==> config.mk <==
export PLATFORM = sky130hd
export DESIGN_NAME = song_reader_seq
export DESIGN_NICKNAME = d
export VERILOG_FILES = /design/src/rtl/music_pkg.sv /design/src/rtl/song_reader_seq.sv
export SDC_FILE = /design/constraint.sdc
export NUM_CORES = 1
export LEC_CHECK = 0
export ABC_AREA = 1
export ABC_CLOCK_PERIOD_IN_PS = 1400
export CAP_MARGIN = 10
export CORE_MARGIN = 2
export CORE_UTILIZATION = 43
export DETAILED_ROUTE_END_ITERATION = 8
export PLACE_DENSITY = 0.87
export SLEW_MARGIN = 20
export SYNTH_ARGS = -nofsm -noshare
export SYNTH_HDL_FRONTEND = slang
export SYNTH_SLANG_ARGS = --single-unit
==> constraint.sdc <==
create_clock -name clk -period 1.4 [get_ports clk]
set_input_delay 0.28 -clock clk [delete_from_list [all_inputs] [get_ports clk]]
set_output_delay 0.28 -clock clk [all_outputs]
set_load 0.03 [all_outputs]
==> src/rtl/music_pkg.sv <==
// Shared widths and sequencer state encoding for the song reader.
package music_pkg;

  localparam int unsigned SongW     = 2;
  localparam int unsigned NoteAddrW = 5;
  localparam int unsigned NoteW     = 6;
  localparam int unsigned DurW      = 6;

  typedef enum logic [2:0] {
    StIdle  = 3'd0,
    StFetch = 3'd1,
    StLatch = 3'd2,
    StEmit  = 3'd3,
    StWait  = 3'd4,
    StNext  = 3'd5,
    StDone  = 3'd6
  } seq_state_e;

endpackage

==> src/rtl/song_reader_seq.sv <==
// Walks a song stored in an external synchronous ROM and hands each note to the player,
// one at a time, with pause, song switching, repeat and end-of-song reporting.
module song_reader_seq
  import music_pkg::*;
#(
  parameter int unsigned SONG_W      = SongW,
  parameter int unsigned NOTE_ADDR_W = NoteAddrW,
  parameter int unsigned NOTE_W      = NoteW,
  parameter int unsigned DUR_W       = DurW
) (
  input  logic                          clk,
  input  logic                          reset_n,
  input  logic                          play,
  input  logic [SONG_W-1:0]             song,
  input  logic                          repeat_en,
  input  logic                          note_done,
  output logic [SONG_W+NOTE_ADDR_W-1:0] rom_addr,
  input  logic [NOTE_W-1:0]             rom_note,
  input  logic [DUR_W-1:0]              rom_dur,
  output logic                          new_note,
  output logic [NOTE_W-1:0]             note,
  output logic [DUR_W-1:0]              duration,
  output logic                          song_done,
  output logic                          busy
);

  seq_state_e             state_q;
  logic [NOTE_ADDR_W-1:0] index_q;
  logic [SONG_W-1:0]      cur_song_q;

  assign busy     = state_q inside {StFetch, StLatch, StEmit, StWait, StNext};
  assign rom_addr = {cur_song_q, index_q};

  always_ff @(posedge clk or negedge reset_n) begin
    if (!reset_n) begin
      state_q    <= StIdle;
      index_q    <= '0;
      cur_song_q <= '0;
      note       <= '0;
      duration   <= '0;
      new_note   <= 1'b0;
      song_done  <= 1'b0;
    end else begin
      new_note  <= 1'b0;
      song_done <= 1'b0;
      if (busy && play && (song != cur_song_q)) begin
        index_q    <= '0;
        cur_song_q <= song;
        state_q    <= StFetch;
      end else if (busy && !play) begin
        // Paused: everything holds, pulses stay low, note_done is dropped.
      end else begin
        case (state_q)
          StIdle: begin
            index_q <= '0;
            if (play) begin
              cur_song_q <= song;
              state_q    <= StFetch;
            end
          end
          StFetch: state_q <= StLatch;
          StLatch: begin
            if (rom_dur == '0) begin
              // An empty song never loops, even with repeat enabled.
              if (repeat_en && (index_q != '0)) begin
                index_q <= '0;
                state_q <= StFetch;
              end else begin
                song_done <= 1'b1;
                state_q   <= StDone;
              end
            end else begin
              note     <= rom_note;
              duration <= rom_dur;
              state_q  <= StEmit;
            end
          end
          StEmit: begin
            new_note <= 1'b1;
            state_q  <= StWait;
          end
          StWait: begin
            if (note_done) state_q <= StNext;
          end
          StNext: begin
            if (index_q == '1) begin
              if (repeat_en) begin
                index_q <= '0;
                state_q <= StFetch;
              end else begin
                song_done <= 1'b1;
                state_q   <= StDone;
              end
            end else begin
              index_q <= index_q + 1'b1;
              state_q <= StFetch;
            end
          end
          StDone: begin
            if (!play) state_q <= StIdle;
          end
          default: state_q <= StIdle;
        endcase
      end
    end
  end

endmodule

==> qor.yml <==
logic_synthesis:
  syn_area_per_cell_um2: 7.73
  synth_compound_area_frac: 0.0784
  synth_area_mm2: 0.00147
  synthAdderAreaFrac: 0.0256
  synth_top_family_by_area: "simple AND/OR/NAND/NOR gates"
  synth_xor_area_frac: 0
  synth_mux_area_frac: 0
  yosys.area_share.simple: 0.416
  syn-instance-count: 190
  synth-edff-count: 0
  synth_top_area_cell: "dfrtp_1"
  synth_top_area_share: 0.409
  ys_types: 25
  yosys_warnings: 0
  async_flop_share: 1.00
  yosysSeqAreaShare: 0.409
  synth-main-ff-cell: "dfrtp_1"
  ys_seq_elements: 24
  synth_fp_nets: 212
  synthTopCellsByArea: "dfrtp_1, nand2_1, o21ai_1"
power_and_ir_drop:
  power_switching_w: 0.00233
  internal_power_w: 0.00256
  sw_frac_of_total: 0.477
  power_density_mw_per_mm2: 1960
  leakage_nw: 1.24
  ir_worst_vdd_mv: 1.28
  combPwrFrac: 0.652
  total_power_w: 0.00489
  clock_power_share: 0.110
  seqPwrFrac: 0.239
final_layout:
  area_delta_synth_final_pct: 70.3
  n_antenna_cell: 0
  drive_gt1_frac: 0.478
  regArea_um2: 608
  finish.instance_area_mm2: 0.00250
  multi_input_area_um2: 973
  fillCellCount: 233
  fin_nets: 299
  final_util: 0.755
drt:
  dr.first_iter.drc_count: 83
  avgRoutedWirePerCell_um: 14.9
  drt.antenna.violating_nets: 0
  drtPass1Iterations: 4
  wirelength_um: 4800
  vias_per_cell: 5.17
  drc: 0
  num_vias: 1665
floorplan:
  die_x_um: 62.4
  dieArea_mm2: 0.00390
  ios: 41
  start_util: 0.444
  die_h_um: 62.4
  coreArea_mm2: 0.00331
  rows: 21
timing:
  fmax_ghz: 0.620
  slew_headroom: 0.781
  drv_slew: 0
  fin_crit_sh: 1.15
  hold_violations: 0
  tns_ns: -3.17
  skew_ns: 0.00607
  period_needed_ns: 1.61
  worstMarginPinSlew_ns: 0.329
  setup_viol: 23
  worst_slack_ns: -0.214
  rsz0062_at_grt: "true"
place:
  placedInstanceArea_mm2: 0.00216
  dpl.hpwl_um: 2910
  place_congestion: 0.860
  io_buffers: 40
worst_setup_path:
  cp_max_fo: 2
  reg2regPathDepth: 8
  critical_path.reg2reg.startpoint: "state_q[0]"
  crit_chain: "nor2_4, nand2_4, nand2_2, inv_2, buf_6, buf_6"
  startpoint: "state_q[0]"
  r2r-end: "index_q[4]"
  cp_slowest_cell: "dfrtp_2"
  r2r_slack_ns: -0.20
  cp-end-kind: "output port"
  worst-setup-path-type: "flop to output port"
  worstPathRequired_ns: 1.12
  crit_top_cell: "buf_6"
  max_stage_delay_ns: 0.47
  critPathLaunchType: "flop"
  crit_arrival_ns: 1.33
clock_tree:
  cts_tree: "yes"
  clk_latency_ns: 0.33
  cts_inserted_buffers: 3
  cts_max_path_buffers: 2
  cts-hold-fix-buffers: 0
  cts_root_buf: "clkbuf_4"
  cts.sinks: 24
  cts-htree-levels: 1
  clk_pin_slew_worst_paths_ns: 0.15
grt:
  use_met2: 0.430
  grt_pass1_vias: 1605
  grt_busiest_layer: "met2"
  grt_max_degree: 25
  grt_util_met3: 0.0378
  antenna_found_initial: 0
  grt_util_all_layers: 0.234
  grt_first_pass_wirelength_um: 7400
  gr-total-overflow: 0
  grtUsageMet1: 0.294
worst_hold_path:
  hold_path.class: "input port to async pin"
run_status:
  failed_checks: "negative setup slack"
  status: "finished, violations left"
flow_run:
  maxCapViolCount: 0
-- Yosys cell counts, types with 3 or more instances --
cell type and n:
a21oi_1 4, dfrtp_1 24, ha_1 3, inv_1 15
inv_2 7, nand2_1 62, nand2_2 4, nand3_1 10
nand3_2 3, nand4_1 7, nor2_1 15, nor2_4 4
o21ai_1 17
-- worst max path at each step --
stage	end	slack, ns	cells after the start
after floorplan	index_q[2]	-0.14	10
after detailed placement	index_q[1]	-0.44	10
after global routing	index_q[4]	-0.27	8
after global placement	index_q[0]	-0.39	11
after CTS	busy	-0.21	6
final	busy	-0.21	6
-- logic make-up after synthesis --
| group | after synthesis |
|---|---|
| AO/OA/AOI/OAI | 23 |
| flip-flops | 24 |
| AND/OR/NAND/NOR | 115 |
| buffers and inverters | 25 |
| adder cells (fa/ha/maj) | 3 |
-- flip-flops by register name (all words and copies together), names as in the netlist --
name / flops
note: 6
cur_song_q: 2
duration: 6
index_q: 5
song_done: 1
new_note: 1
state_q: 3
-- worst max-delay path: cells and delay by family, from the launching register on --
family | cells | cell delay (ns)
AND/OR/NAND/NOR | 3 | 0.26
buffers and inverters | 3 | 0.27
flip-flops | 1 | 0.47
-- what timing repair did --
| action | in CTS | in global routing |
|---|---|---|
| setup endpoints to repair | 40 | 41 |
| resized for setup | 49 | 62 |
| pin swaps | 10 | 15 |
| setup buffers | 8 | 5 |
| gates cloned | 1 | 0 |
-- routing by layer --
metal / vias to the layer above / routed length, um
li1: 783 / -
met1: 804 / 1900
met2: 67 / 2560
met3: 11 / 247
met4: 0 / 96
met5: - / 0
-- cell type report --
cell class              instances  area share
clock buffers                   3     0.00900
repair buffers                 84       0.290
inverters                      22      0.0340
multi-input cells             142       0.389
well taps                      46      0.0230
flip-flops and latches         24       0.243
clock inverters                 1      0.0120
-- placed cells by master, fill, tap and decap left out, types with 3 or more instances in the layout --
master	netlist	layout
dfrtp_2	0	6
nor2_2	1	4
clkbuf_4	0	3
clkdlybuf4s15_1	0	4
inv_1	15	14
nand2_4	1	7
nand2_2	4	11
nand3_4	2	6
inv_2	7	7
dfrtp_1	24	18
buf_6	1	14
nor2_4	4	7
nand4_1	7	7
nor2_1	15	10
clkbuf_2	0	9
nand2_1	62	49
o21ai_1	17	9
clkdlybuf4s50_1	0	18
buf_4	1	35
nand3_1	10	9
o21ai_2	0	8
-- stage by stage --
step / setup WS (ns) / hold WS (ns) / std cells
floorplan: -0.139 / -0.0156 / 190
global placement: -0.386 / 0.462 / 304
detailed placement: -0.440 / 0.471 / 304
CTS: -0.205 / 0.320 / 317
global route: -0.267 / 0.332 / 322
finish: -0.214 / 0.297 / 322
-- power groups by stage --
stage	clock (W)	sequential [W]	combinational [W]
after CTS	0.000525	0.00114	0.00279
final	0.000536	0.00117	0.00319
after detailed placement	0	0.00115	0.00259
after floorplan	0	0.00153	0.00113
after global placement	0	0.00114	0.00253
after global routing	0.000562	0.00120	0.00339
Note: power is estimated with default switching activity, not from simulation.
